`config.mk`:
```
export PLATFORM = sky130hd
export DESIGN_NAME = if_fetch_unit
export DESIGN_NICKNAME = d
export VERILOG_FILES = /design/src/rtl/if_fetch_unit.sv
export SDC_FILE = /design/constraint.sdc
export NUM_CORES = 1
export LEC_CHECK = 0
export ABC_AREA = 1
export CORE_ASPECT_RATIO = 1.1
export CORE_MARGIN = 2
export CORE_UTILIZATION = 49
export CTS_CLUSTER_DIAMETER = 120
export DETAILED_ROUTE_END_ITERATION = 12
export PLACE_DENSITY = 0.82
export SLEW_MARGIN = 10
export SYNTH_ARGS = -nofsm -noshare
export SYNTH_HDL_FRONTEND = slang
export SYNTH_SLANG_ARGS = --single-unit
```
`constraint.sdc`:
```
create_clock -name clk_i -period 2.7 [get_ports clk_i]
set_input_delay 0.405 -clock clk_i [delete_from_list [all_inputs] [get_ports clk_i]]
set_output_delay 0.405 -clock clk_i [all_outputs]
set_load 0.05 [all_outputs]
```
`src/rtl/if_fetch_unit.sv`:
```
// Instruction-fetch stage: owns the PC, fetches over req/ack, and buffers one instruction for IF/ID.
// Optional perf counters (fetch_cnt_o, bubble_cnt_o) are enabled by defining IF_FETCH_PERF_EN.
module if_fetch_unit #(
  parameter logic [31:0] RESET_PC = 32'h0000_0000
) (
  input  logic        clk_i,
  input  logic        rst_i,
  input  logic        stall_i,
  input  logic        branch_i,
  input  logic [31:0] branch_addr_i,
  input  logic        jump_i,
  input  logic [25:0] jump_addr_i,
  input  logic [31:0] id_pc4_i,
  output logic        imem_req_o,
  output logic [31:0] imem_addr_o,
  input  logic        imem_ack_i,
  input  logic [31:0] imem_rdata_i,
  output logic [31:0] inst_o,
  output logic [31:0] inst_addr_o,
  output logic        flush_o,
  output logic [1:0]  dbg_state_o
`ifdef IF_FETCH_PERF_EN
  ,
  output logic [31:0] fetch_cnt_o,
  output logic [31:0] bubble_cnt_o
`endif
);

  typedef enum logic [1:0] {IDLE = 2'd0, REQ = 2'd1, DROP = 2'd2, FULL = 2'd3} state_t;

  state_t      state_q, state_d;
  logic [31:0] pc_q, pc_d;
  logic [31:0] tgt_q, tgt_d;
  logic [31:0] buf_q, buf_d;
  logic [31:0] buf_pc4_q, buf_pc4_d;
  logic        buf_valid_q, buf_valid_d;

  logic        redirect;
  logic [31:0] target;
  logic [31:0] pc_plus4;
  logic        unused_pc4_low;

  assign redirect       = ~stall_i & (jump_i | branch_i);
  assign target         = jump_i ? {id_pc4_i[31:28], jump_addr_i, 2'b00} : branch_addr_i;
  assign pc_plus4       = pc_q + 32'd4;
  assign unused_pc4_low = ^id_pc4_i[27:0];

  // Handshake: imem_req_o stays high with imem_addr_o held until a cycle with imem_ack_i=1;
  // that cycle transfers imem_rdata_i. An ack seen while req is low is ignored.
  always_comb begin
    state_d     = state_q;
    pc_d        = pc_q;
    tgt_d       = tgt_q;
    buf_d       = buf_q;
    buf_pc4_d   = buf_pc4_q;
    buf_valid_d = buf_valid_q;
    imem_req_o  = 1'b0;
    flush_o     = 1'b1;
    case (state_q)
      IDLE: state_d = REQ;
      REQ: begin
        imem_req_o = 1'b1;
        if (imem_ack_i) begin
          if (redirect) begin
            pc_d = target;
          end else begin
            buf_d       = imem_rdata_i;
            buf_pc4_d   = pc_plus4;
            buf_valid_d = 1'b1;
            pc_d        = pc_plus4;
            state_d     = FULL;
          end
        end else if (redirect) begin
          tgt_d   = target;
          state_d = DROP;
        end
      end
      DROP: begin
        // Old request must complete before the redirect target can be issued.
        imem_req_o = 1'b1;
        if (redirect) tgt_d = target;
        if (imem_ack_i) begin
          pc_d    = redirect ? target : tgt_q;
          state_d = REQ;
        end
      end
      FULL: begin
        flush_o = redirect;
        if (!stall_i) begin
          buf_valid_d = 1'b0;
          state_d     = REQ;
          if (redirect) pc_d = target;
        end
      end
      default: state_d = IDLE;
    endcase
  end

  always_ff @(posedge clk_i or negedge rst_i) begin
    if (!rst_i) begin
      state_q     <= IDLE;
      pc_q        <= RESET_PC;
      tgt_q       <= RESET_PC;
      buf_q       <= 32'h0;
      buf_pc4_q   <= 32'h0;
      buf_valid_q <= 1'b0;
    end else begin
      state_q     <= state_d;
      pc_q        <= pc_d;
      tgt_q       <= tgt_d;
      buf_q       <= buf_d;
      buf_pc4_q   <= buf_pc4_d;
      buf_valid_q <= buf_valid_d;
    end
  end

  assign imem_addr_o = pc_q;
  assign inst_o      = buf_valid_q ? buf_q : 32'h0;
  assign inst_addr_o = buf_valid_q ? buf_pc4_q : 32'h0;
  assign dbg_state_o = state_q;

`ifdef IF_FETCH_PERF_EN
  logic [31:0] fetch_cnt_q, fetch_cnt_d;
  logic [31:0] bubble_cnt_q, bubble_cnt_d;

  always_comb begin
    fetch_cnt_d  = fetch_cnt_q;
    bubble_cnt_d = bubble_cnt_q;
    if (state_q == FULL && !stall_i && !redirect && fetch_cnt_q != 32'hFFFF_FFFF)
      fetch_cnt_d = fetch_cnt_q + 32'd1;
    if (flush_o && !stall_i && bubble_cnt_q != 32'hFFFF_FFFF)
      bubble_cnt_d = bubble_cnt_q + 32'd1;
  end

  always_ff @(posedge clk_i or negedge rst_i) begin
    if (!rst_i) begin
      fetch_cnt_q  <= 32'h0;
      bubble_cnt_q <= 32'h0;
    end else begin
      fetch_cnt_q  <= fetch_cnt_d;
      bubble_cnt_q <= bubble_cnt_d;
    end
  end

  assign fetch_cnt_o  = fetch_cnt_q;
  assign bubble_cnt_o = bubble_cnt_q;
`endif

endmodule

```
==> report_table.html, run 1 <==
<table>
<tr><th>Metric</th><th>Value</th></tr>
<tr><th colspan="2">Logic synthesis</th></tr>
<tr><td>Mux share of post-synthesis cell area</td><td>0</td></tr>
<tr><td>XOR/XNOR share of the synthesized area</td><td>0.0155</td></tr>
<tr><td>Largest family of logic cells by synthesized area</td><td>simple AND/OR/NAND/NOR gates</td></tr>
<tr><td>Cell Area, Synth</td><td>7890 um^2</td></tr>
<tr><td>Avg Cell Area, Syn</td><td>6.57 um^2</td></tr>
<tr><td>Mapped Cells</td><td>1201</td></tr>
<tr><td>Most common cell in the synthesized netlist</td><td>nand2_1</td></tr>
<tr><td>Number of synthesized flops with an enable pin</td><td>0</td></tr>
<tr><td>Top flip-flop cell by instance count after synthesis</td><td>dfrtp_1</td></tr>
<tr><td>Yosys warns</td><td>0</td></tr>
<tr><td>Flop and latch count out of synthesis</td><td>131</td></tr>
<tr><td>Share of synthesized cell area in and, or, nand and nor gates</td><td>0.345</td></tr>
<tr><td>Area contributors post-synth</td><td>dfrtp_1 42%, nand2_1 29%, inv_1 6.2%</td></tr>
<tr><td>Synth unique cells</td><td>36</td></tr>
<tr><td>Cell accounting for the most synthesized area</td><td>dfrtp_1</td></tr>
<tr><td>Compound-cell area share of the yosys netlist</td><td>0.114</td></tr>
<tr><td>Share of synthesized registers carrying an async set or reset</td><td>1.00</td></tr>
<tr><td>Share of the synthesized area in the top cell type</td><td>0.415</td></tr>
<tr><td>Adder and majority cell fraction of the synthesized area</td><td>0.00793</td></tr>
<tr><td>Post-synthesis sequential area ratio</td><td>0.415</td></tr>
<tr><td>Synthesized Nets</td><td>1334</td></tr>
<tr><td>Top cells by instance count after synthesis</td><td>601 x nand2_1, 131 x dfrtp_1, 130 x inv_1</td></tr>
<tr><th colspan="2">GRT</th></tr>
<tr><td>First-pass GRT wire length</td><td>36000 um</td></tr>
<tr><td>Largest net degree at the start of global routing</td><td>76</td></tr>
<tr><td>Via count of the first global-routing pass</td><td>7382</td></tr>
<tr><td>Number of antenna violations at the first check in global routing</td><td>0</td></tr>
<tr><td>Total congestion overflow after global routing</td><td>0</td></tr>
<tr><td>Global router's overall resource usage</td><td>0.260</td></tr>
<tr><th colspan="2">Detailed routing</th></tr>
<tr><td>Overall via count from detail_route</td><td>7961</td></tr>
<tr><td>Total Wirelength</td><td>21700 um</td></tr>
<tr><td>First-pass iteration count of the detailed router</td><td>7</td></tr>
<tr><td>Post-route met1 wirelength</td><td>9840 um</td></tr>
<tr><td>Uppermost layer routed</td><td>met4</td></tr>
<tr><td>Count of antenna-violating nets left after detailed routing</td><td>0</td></tr>
<tr><td>Initial DRC Count</td><td>597</td></tr>
<tr><td>Number of vias per cell after detailed routing</td><td>5.01</td></tr>
<tr><td>Average detailed-routed wire length per instance</td><td>13.7 um</td></tr>
<tr><td>Met2 layer wire length in the routed design</td><td>9830 um</td></tr>
<tr><td>DR WL met3</td><td>1420 um</td></tr>
<tr><td>Residual DRC</td><td>0</td></tr>
<tr><th colspan="2">Power</th></tr>
<tr><td>Share of total power consumed by net switching</td><td>0.500</td></tr>
<tr><td>Maximum ir drop on the vdd rail</td><td>579 uV</td></tr>
<tr><td>Power share of the sequential group</td><td>0.264</td></tr>
<tr><td>Total chip power</td><td>13900 uW</td></tr>
<tr><td>Part of the power in combinational logic</td><td>0.562</td></tr>
<tr><td>Net switching component of the power</td><td>6940 uW</td></tr>
<tr><td>Leakage power</td><td>0.00569 uW</td></tr>
<tr><td>Power Internal</td><td>6950 uW</td></tr>
<tr><td>Power density cells</td><td>1310 nW/um^2</td></tr>
<tr><td>Share of total power in the clock network</td><td>0.174</td></tr>
<tr><th colspan="2">Placement</th></tr>
<tr><td>GPL Wtd Cong</td><td>0.945</td></tr>
<tr><td>Number of port buffers</td><td>199</td></tr>
<tr><td>Placed wire-length estimate</td><td>15700 um</td></tr>
<tr><td>Placed instance area</td><td>9940 um^2</td></tr>
<tr><th colspan="2">Critical path</th></tr>
<tr><td>Delay of the slowest cell on the worst path</td><td>790 ps</td></tr>
<tr><td>Peak fanout along the critical path</td><td>36</td></tr>
<tr><td>Cell-by-cell listing of the critical path</td><td>nand2_1 -&gt; inv_1 -&gt; clkdlybuf4s50_1</td></tr>
<tr><td>Required time of the worst setup path</td><td>2300 ps</td></tr>
<tr><td>Startpoint class of the critical path</td><td>flip-flop</td></tr>
<tr><td>Number of buffer and inverter instances along the worst setup path</td><td>2</td></tr>
<tr><td>Setup crit end kind</td><td>primary output</td></tr>
<tr><td>RR Startpoint</td><td>dbg_state_o[1]</td></tr>
<tr><td>Critical Path Start</td><td>buf_valid_q</td></tr>
<tr><td>Worst endpoint data arrival time</td><td>2040 ps</td></tr>
<tr><td>Critical path depth in cells</td><td>3</td></tr>
<tr><td>Highest-delay cell along the critical path</td><td>clkdlybuf4s50_1</td></tr>
<tr><td>Category of cells accounting for the largest share of critical-path delay</td><td>buffers and inverters</td></tr>
<tr><td>R2R depth</td><td>9</td></tr>
<tr><td>Type of the worst setup path</td><td>flip-flop to primary output</td></tr>
<tr><th colspan="2">Timing</th></tr>
<tr><td>Crit path time final</td><td>2440 ps</td></tr>
<tr><td>Final setup violation count</td><td>0</td></tr>
<tr><td>Worst slew margin relative to its limit</td><td>0.522</td></tr>
<tr><td>Number of pins exceeding their max-slew limit in the final report</td><td>0</td></tr>
<tr><td>Number of hold-slack violations in the final timing report</td><td>0</td></tr>
<tr><td>RSZ-0062 raised after global routing</td><td>false</td></tr>
<tr><td>Transition time at the pin with the least slew margin</td><td>714 ps</td></tr>
<tr><td>Final setup skew</td><td>7.87 ps</td></tr>
<tr><td>Final clock period utilization by the worst path</td><td>0.905</td></tr>
<tr><td>Max Freq</td><td>0.409 GHz</td></tr>
<tr><td>Setup_tns</td><td>0 ps</td></tr>
<tr><th colspan="2">CTS</th></tr>
<tr><td>Clock transition at the registers of the reported paths</td><td>60 ps</td></tr>
<tr><td>Longest Clk Path Bufs</td><td>2</td></tr>
<tr><td>TritonCTS clock tree</td><td>done</td></tr>
<tr><td>Maximum level of the CTS H-tree</td><td>4</td></tr>
<tr><td>Clock Latency Late Sink</td><td>410 ps</td></tr>
<tr><td>Buffer type at the clock tree root</td><td>clkbuf_16</td></tr>
<tr><td>Clock net sink count</td><td>131</td></tr>
<tr><td>Buffer count from post-CTS setup fixing</td><td>0</td></tr>
<tr><td>Clock buffers created by TritonCTS</td><td>17</td></tr>
<tr><th colspan="2">Cells and area</th></tr>
<tr><td>Proportion of layout cells with a drive suffix above 1</td><td>0.0865</td></tr>
<tr><td>Final core utilization</td><td>0.673</td></tr>
<tr><td>Nets@finish</td><td>1508</td></tr>
<tr><td>Area Overhead vs Synth</td><td>34.1%</td></tr>
<tr><td>Antenna cell count</td><td>0</td></tr>
<tr><td>Layout Cell Area excl Fill</td><td>10600 um^2</td></tr>
<tr><td>Filler instances</td><td>1345</td></tr>
<tr><th colspan="2">Floorplanning</th></tr>
<tr><td>Core region area</td><td>15700 um^2</td></tr>
<tr><td>DIE AREA</td><td>17100 um^2</td></tr>
<tr><td>Starting Density</td><td>0.502</td></tr>
<tr><td>Number of rows created at floorplan</td><td>48</td></tr>
<tr><td>I/O pins</td><td>228</td></tr>
<tr><td>Vertical die dimension</td><td>137 um</td></tr>
<tr><td>Width of the die</td><td>125 um</td></tr>
<tr><th colspan="2">Worst hold path</th></tr>
<tr><td>Instance count along the most critical hold path</td><td>2</td></tr>
<tr><td>Type of the worst min-delay path</td><td>flip-flop to flip-flop</td></tr>
<tr><td>Min-Delay Startpoint</td><td>buf_q[23]</td></tr>
<tr><th colspan="2">Flow run</th></tr>
<tr><td>Maximum Capacitance Violations</td><td>0</td></tr>
<tr><th colspan="2">Status</th></tr>
<tr><td>Status</td><td>finished clean</td></tr>
</table>
cell families after synthesis:
family	after synthesis
AO/OA/AOI/OAI	161
XOR/XNOR	14
adder cells (fa/ha/maj)	5
buffers and inverters	197
flip-flops	131
AND/OR/NAND/NOR	693
layer usage:
layer | GRT usage | up-vias
met4 | 0.110 | 0
met2 | 0.404 | 329
met3 | 0.0375 | 45
li1 | - | 4032
met1 | 0.365 | 3555
met5 | 0 | -
flip-flops by register name (all words and copies together) (netlist names):
name,flops
imem_addr_o,32
buf_valid_q,1
dbg_state_o,2
buf_pc4_q,32
buf_q,32
tgt_q,32
worst register-to-register path, cell delays in order, from the launching register on:
cell,delay (ps)
dfrtp_1,450
inv_1,90
ha_1,270
inv_2,100
or2_1,290
nand3_4,130
inv_4,330
nand2_1,120
a21oi_1,190
a21boi_1,90
final cells by class:
class	count	area [um^2]	share of cell area
Multi-Input combinational cell	873	3830	0.362
Clock buffer	21	480	0.0454
Sequential cell	131	3280	0.310
Tap cell	200	250	0.0236
Inverter	136	513	0.0485
Clock inverter	11	151	0.0143
Timing Repair Buffer	216	2080	0.196
repair_timing:
item | 4_1_cts | 5_1_grt
hold buffers | 1 | 0
endpoints found under the setup margin | 0 | 7
hold endpoints to repair | 39 | 0
gates resized for setup | 0 | 1
stage by stage:
step / std cells / hold WS [ps] / worst slack [ps]
after global placement: 1555 / 421 / 311
final: 1588 / 470 / 256
after floorplan: 1201 / 109 / 448
after global routing: 1588 / 487 / 106
after detailed placement: 1555 / 419 / 290
after CTS: 1588 / 474 / 108
final timing paths:
path	to	slack, ps
setup / recovery	inst_o[12]	260
hold / removal	buf_q[23]	470
setup reg to reg	imem_addr_o[24]	510
hold reg to reg	buf_q[23]	470
max in group asynchronous	buf_pc4_q[4]	1410
min in group asynchronous	buf_pc4_q[1]	510
power by group through the flow:
| stage | sequential [uW] | clock [uW] | combinational (uW) |
|---|---|---|---|
| floorplan | 4230 | 0 | 4810 |
| global placement | 3640 | 0 | 7650 |
| detailed placement | 3670 | 0 | 7760 |
| CTS | 3640 | 2440 | 7810 |
| global route | 3770 | 2530 | 8570 |
| finish | 3670 | 2420 | 7810 |
layout by cell type, fill, tap and decap left out, drive strengths merged, types with 2 or more instances in the layout:
master / Yosys / final
o21a: 3 / 3
clkbuf: 32 / 21
ha: 5 / 5
a22oi: 5 / 5
clkdlybuf4s50: 0 / 152
nor2: 44 / 44
o21ai: 100 / 100
nand2: 603 / 603
a21boi: 17 / 17
clkinv: 1 / 8
dfrtp: 131 / 131
buf: 29 / 63
inv: 135 / 135
and2: 2 / 2
xor2: 13 / 13
or2: 8 / 8
a21oi: 31 / 31
nand3: 35 / 35
bufinv: 0 / 3
a2bb2oi: 3 / 3
(Power assumes the default switching activity.)
==> run 2, diff against run 1 <==
--- a/config.mk
+++ b/config.mk
@@ -8,10 +8,9 @@
 export ABC_AREA = 1
 export CORE_ASPECT_RATIO = 1.1
 export CORE_MARGIN = 2
-export CORE_UTILIZATION = 49
-export CTS_CLUSTER_DIAMETER = 120
+export CORE_UTILIZATION = 44
 export DETAILED_ROUTE_END_ITERATION = 12
-export PLACE_DENSITY = 0.82
+export PLACE_DENSITY = 0.78
 export SLEW_MARGIN = 10
 export SYNTH_ARGS = -nofsm -noshare
 export SYNTH_HDL_FRONTEND = slang
==> constraint.sdc (replaced) <==
create_clock -name clk_i -period 2 [get_ports clk_i]
set_input_delay 0.3 -clock clk_i [delete_from_list [all_inputs] [get_ports clk_i]]
set_output_delay 0.3 -clock clk_i [all_outputs]
set_load 0.05 [all_outputs]
==> report_table.html, run 2 (same netlist as run 1, synthesis figures left out) <==
<table>
<tr><th>Metric</th><th>Value</th></tr>
<tr><th colspan="2">Status</th></tr>
<tr><td>Status</td><td>finished clean (unchanged)</td></tr>
<tr><th colspan="2">Critical path</th></tr>
<tr><td>Capture instance of the worst register-to-register path</td><td>imem_addr_o[8] (was imem_addr_o[24])</td></tr>
<tr><td>Slack of the worst reg-to-reg path</td><td>110 ps (was 510 ps)</td></tr>
<tr><td>Delay of the slowest cell on the worst path</td><td>820 ps (was 790 ps)</td></tr>
<tr><td>Worst endpoint data arrival time</td><td>1670 ps (was 2040 ps)</td></tr>
<tr><td>Number of buffer and inverter instances along the worst setup path</td><td>1 (was 2)</td></tr>
<tr><td>Required time of the worst setup path</td><td>1700 ps (was 2300 ps)</td></tr>
<tr><td>Category of cells accounting for the largest share of critical-path delay</td><td>buffers and inverters (unchanged)</td></tr>
<tr><td>R2R depth</td><td>10 (was 9)</td></tr>
<tr><td>Highest-delay cell along the critical path</td><td>clkdlybuf4s50_1 (unchanged)</td></tr>
<tr><td>RR Startpoint</td><td>imem_addr_o[2] (was dbg_state_o[1])</td></tr>
<tr><td>Startpoint class of the critical path</td><td>flip-flop (unchanged)</td></tr>
<tr><td>Cell-by-cell listing of the critical path</td><td>clkdlybuf4s50_1 (was nand2_1 -&gt; inv_1 -&gt; clkdlybuf4s50_1)</td></tr>
<tr><td>Type of the worst setup path</td><td>flip-flop to primary output (unchanged)</td></tr>
<tr><td>Peak fanout along the critical path</td><td>6 (was 36)</td></tr>
<tr><td>Setup crit end kind</td><td>primary output (unchanged)</td></tr>
<tr><th colspan="2">Cells and area</th></tr>
<tr><td>Commonest cells after routing, fill and taps aside</td><td>601 x nand2_1, 129 x inv_1, 124 x dfrtp_1 (was 601 x nand2_1, 152 x clkdlybuf4s50_1, 130 x inv_1, 130 x dfrtp_1, 92 x o21ai_0)</td></tr>
<tr><td>Nets@finish</td><td>1542 (was 1508)</td></tr>
<tr><td>Area Overhead vs Synth</td><td>43.5% (was 34.1%)</td></tr>
<tr><td>Layout Cell Area excl Fill</td><td>11300 um^2 (was 10600 um^2)</td></tr>
<tr><td>Leading cell type in the layout, fill and taps excluded</td><td>nand2_1 (unchanged)</td></tr>
<tr><td>Proportion of layout cells with a drive suffix above 1</td><td>0.138 (was 0.0865)</td></tr>
<tr><td>Final core utilization</td><td>0.643 (was 0.673)</td></tr>
<tr><td>Antenna cell count</td><td>0 (unchanged)</td></tr>
<tr><th colspan="2">CTS</th></tr>
<tr><td>Maximum level of the CTS H-tree</td><td>4 (unchanged)</td></tr>
<tr><td>Clock Latency Late Sink</td><td>420 ps (was 410 ps)</td></tr>
<tr><td>Clock transition at the registers of the reported paths</td><td>60 ps (about the same)</td></tr>
<tr><td>TritonCTS clock tree</td><td>done (unchanged)</td></tr>
<tr><td>Clock net sink count</td><td>131 (unchanged)</td></tr>
<tr><td>Clock buffers created by TritonCTS</td><td>17 (unchanged)</td></tr>
<tr><td>Buffer type at the clock tree root</td><td>clkbuf_16 (unchanged)</td></tr>
<tr><td>Longest Clk Path Bufs</td><td>2 (unchanged)</td></tr>
<tr><th colspan="2">GRT</th></tr>
<tr><td>Number of antenna violations at the first check in global routing</td><td>0 (unchanged)</td></tr>
<tr><td>Global router's overall resource usage</td><td>0.250 (was 0.260)</td></tr>
<tr><td>Largest net degree at the start of global routing</td><td>48 (was 76)</td></tr>
<tr><td>Total congestion overflow after global routing</td><td>0 (unchanged)</td></tr>
<tr><td>Via count of the first global-routing pass</td><td>7449 (was 7382)</td></tr>
<tr><td>First-pass GRT wire length</td><td>37700 um (was 36000 um)</td></tr>
<tr><th colspan="2">Detailed routing</th></tr>
<tr><td>Average detailed-routed wire length per instance</td><td>14.1 um (was 13.7 um)</td></tr>
<tr><td>Overall via count from detail_route</td><td>8094 (was 7961)</td></tr>
<tr><td>Residual DRC</td><td>0 (unchanged)</td></tr>
<tr><td>Initial DRC Count</td><td>572 (was 597)</td></tr>
<tr><td>Number of vias per cell after detailed routing</td><td>4.88 (was 5.01)</td></tr>
<tr><td>First-pass iteration count of the detailed router</td><td>7 (unchanged)</td></tr>
<tr><td>Total Wirelength</td><td>23400 um (was 21700 um)</td></tr>
<tr><td>Count of antenna-violating nets left after detailed routing</td><td>0 (unchanged)</td></tr>
<tr><th colspan="2">Timing</th></tr>
<tr><td>Final setup violation count</td><td>0 (unchanged)</td></tr>
<tr><td>Final setup skew</td><td>8.85 ps (was 7.87 ps)</td></tr>
<tr><td>Crit path time final</td><td>1970 ps</td></tr>
<tr><td>Max Freq</td><td>0.507 GHz</td></tr>
<tr><td>Setup_tns</td><td>0 ps (unchanged)</td></tr>
<tr><td>Number of hold-slack violations in the final timing report</td><td>0 (unchanged)</td></tr>
<tr><td>Final clock period utilization by the worst path</td><td>0.986</td></tr>
<tr><td>Minimum hold slack</td><td>345 ps (was 470 ps)</td></tr>
<tr><td>Worst slew margin relative to its limit</td><td>0.645 (was 0.522)</td></tr>
<tr><td>Transition time at the pin with the least slew margin</td><td>531 ps (was 714 ps)</td></tr>
<tr><td>Number of pins exceeding their max-slew limit in the final report</td><td>0 (unchanged)</td></tr>
<tr><th colspan="2">Placement</th></tr>
<tr><td>Number of port buffers</td><td>199 (unchanged)</td></tr>
<tr><td>Placed wire-length estimate</td><td>17300 um (was 15700 um)</td></tr>
<tr><td>GPL Wtd Cong</td><td>0.891 (was 0.945)</td></tr>
<tr><td>Placed instance area</td><td>10600 um^2 (was 9940 um^2)</td></tr>
<tr><th colspan="2">Power</th></tr>
<tr><td>Share of total power consumed by net switching</td><td>0.483 (was 0.500)</td></tr>
<tr><td>Share of total power in the clock network</td><td>0.173 (was 0.174)</td></tr>
<tr><td>Leakage power</td><td>0.00606 uW (was 0.00569 uW)</td></tr>
<tr><td>Power density cells</td><td>1780 nW/um^2 (was 1310 nW/um^2)</td></tr>
<tr><td>Power Internal</td><td>10400 uW (was 6950 uW)</td></tr>
<tr><td>Power share of the sequential group</td><td>0.242 (was 0.264)</td></tr>
<tr><td>Net switching component of the power</td><td>9760 uW (was 6940 uW)</td></tr>
<tr><td>Part of the power in combinational logic</td><td>0.585 (was 0.562)</td></tr>
<tr><td>Maximum ir drop on the vdd rail</td><td>718 uV (was 579 uV)</td></tr>
<tr><th colspan="2">Floorplanning</th></tr>
<tr><td>Starting Density</td><td>0.448 (was 0.502)</td></tr>
<tr><td>DIE AREA</td><td>19000 um^2 (was 17100 um^2)</td></tr>
<tr><td>Width of the die</td><td>132 um (was 125 um)</td></tr>
<tr><td>Number of rows created at floorplan</td><td>51 (was 48)</td></tr>
<tr><td>Vertical die dimension</td><td>144 um (was 137 um)</td></tr>
<tr><td>I/O pins</td><td>228 (unchanged)</td></tr>
<tr><td>Core region area</td><td>17600 um^2 (was 15700 um^2)</td></tr>
<tr><th colspan="2">Worst hold path</th></tr>
<tr><td>Type of the worst min-delay path</td><td>input port to asynchronous set/reset pin (was flip-flop to flip-flop)</td></tr>
<tr><th colspan="2">Flow run</th></tr>
<tr><td>Maximum Capacitance Violations</td><td>0 (unchanged)</td></tr>
</table>
[run 2: layer usage]
layer  up-vias  GRT usage  wire length (um)
met1      3687      0.330             10400
met4         0     0.0858               482
li1       4083          -                 -
met2       290      0.420             11200
met5         -          0                 0
met3        34     0.0414              1310
[run 2: power groups by stage]
| stage | Sequential [uW] | Combinational [uW] | Clock [uW] |
|---|---|---|---|
| final | 4880 | 11800 | 3490 |
| after floorplan | 5710 | 6520 | 0 |
| after global routing | 5010 | 12800 | 3650 |
| after detailed placement | 4870 | 11700 | 0 |
| after CTS | 4830 | 11700 | 3540 |
| after global placement | 4830 | 11600 | 0 |
[run 2: final cells by class]
class,instances,area (um^2)
flip-flops and latches,131,3290
repair buffers,250,2670
well taps,238,298
multi-input cells,873,3890
clock inverters,8,173
inverters,136,513
fillers,1574,6290
clock buffers,24,492
[run 2: through the flow]
step | setup slack, ps | power, uW | cells
after floorplan | 2.09 | 12200 | 1201
after global placement | -51.1 | 16400 | 1626
after detailed placement | -82.4 | 16600 | 1626
after CTS | 5.57 | 20100 | 1659
after global routing | -23.6 | 21500 | 1660
final | 28.7 | 20200 | 1660
[run 2: how the worst max path moves through the flow]
stage / start / cells past startpoint / end
2_1_floorplan: dbg_state_o[0] / 12 / imem_addr_o[19]
3_3_place_gp: jump_i / 9 / imem_addr_o[22]
3_5_place_dp: jump_i / 8 / buf_q[8]
4_1_cts: imem_addr_o[3] / 1 / imem_addr_o[3]
5_1_grt: dbg_state_o[0] / 10 / imem_addr_o[12]
6_report: dbg_state_o[1] / 1 / dbg_state_o[1]
[run 2: what timing repair did]
action                                  4_1_cts  5_1_grt
endpoints found under the setup margin       17       23
endpoints found under the hold margin        23        0
pin swaps                                     0        2
hold buffers                                  1        0
setup buffers                                 0        1
gates resized for setup                      17       19
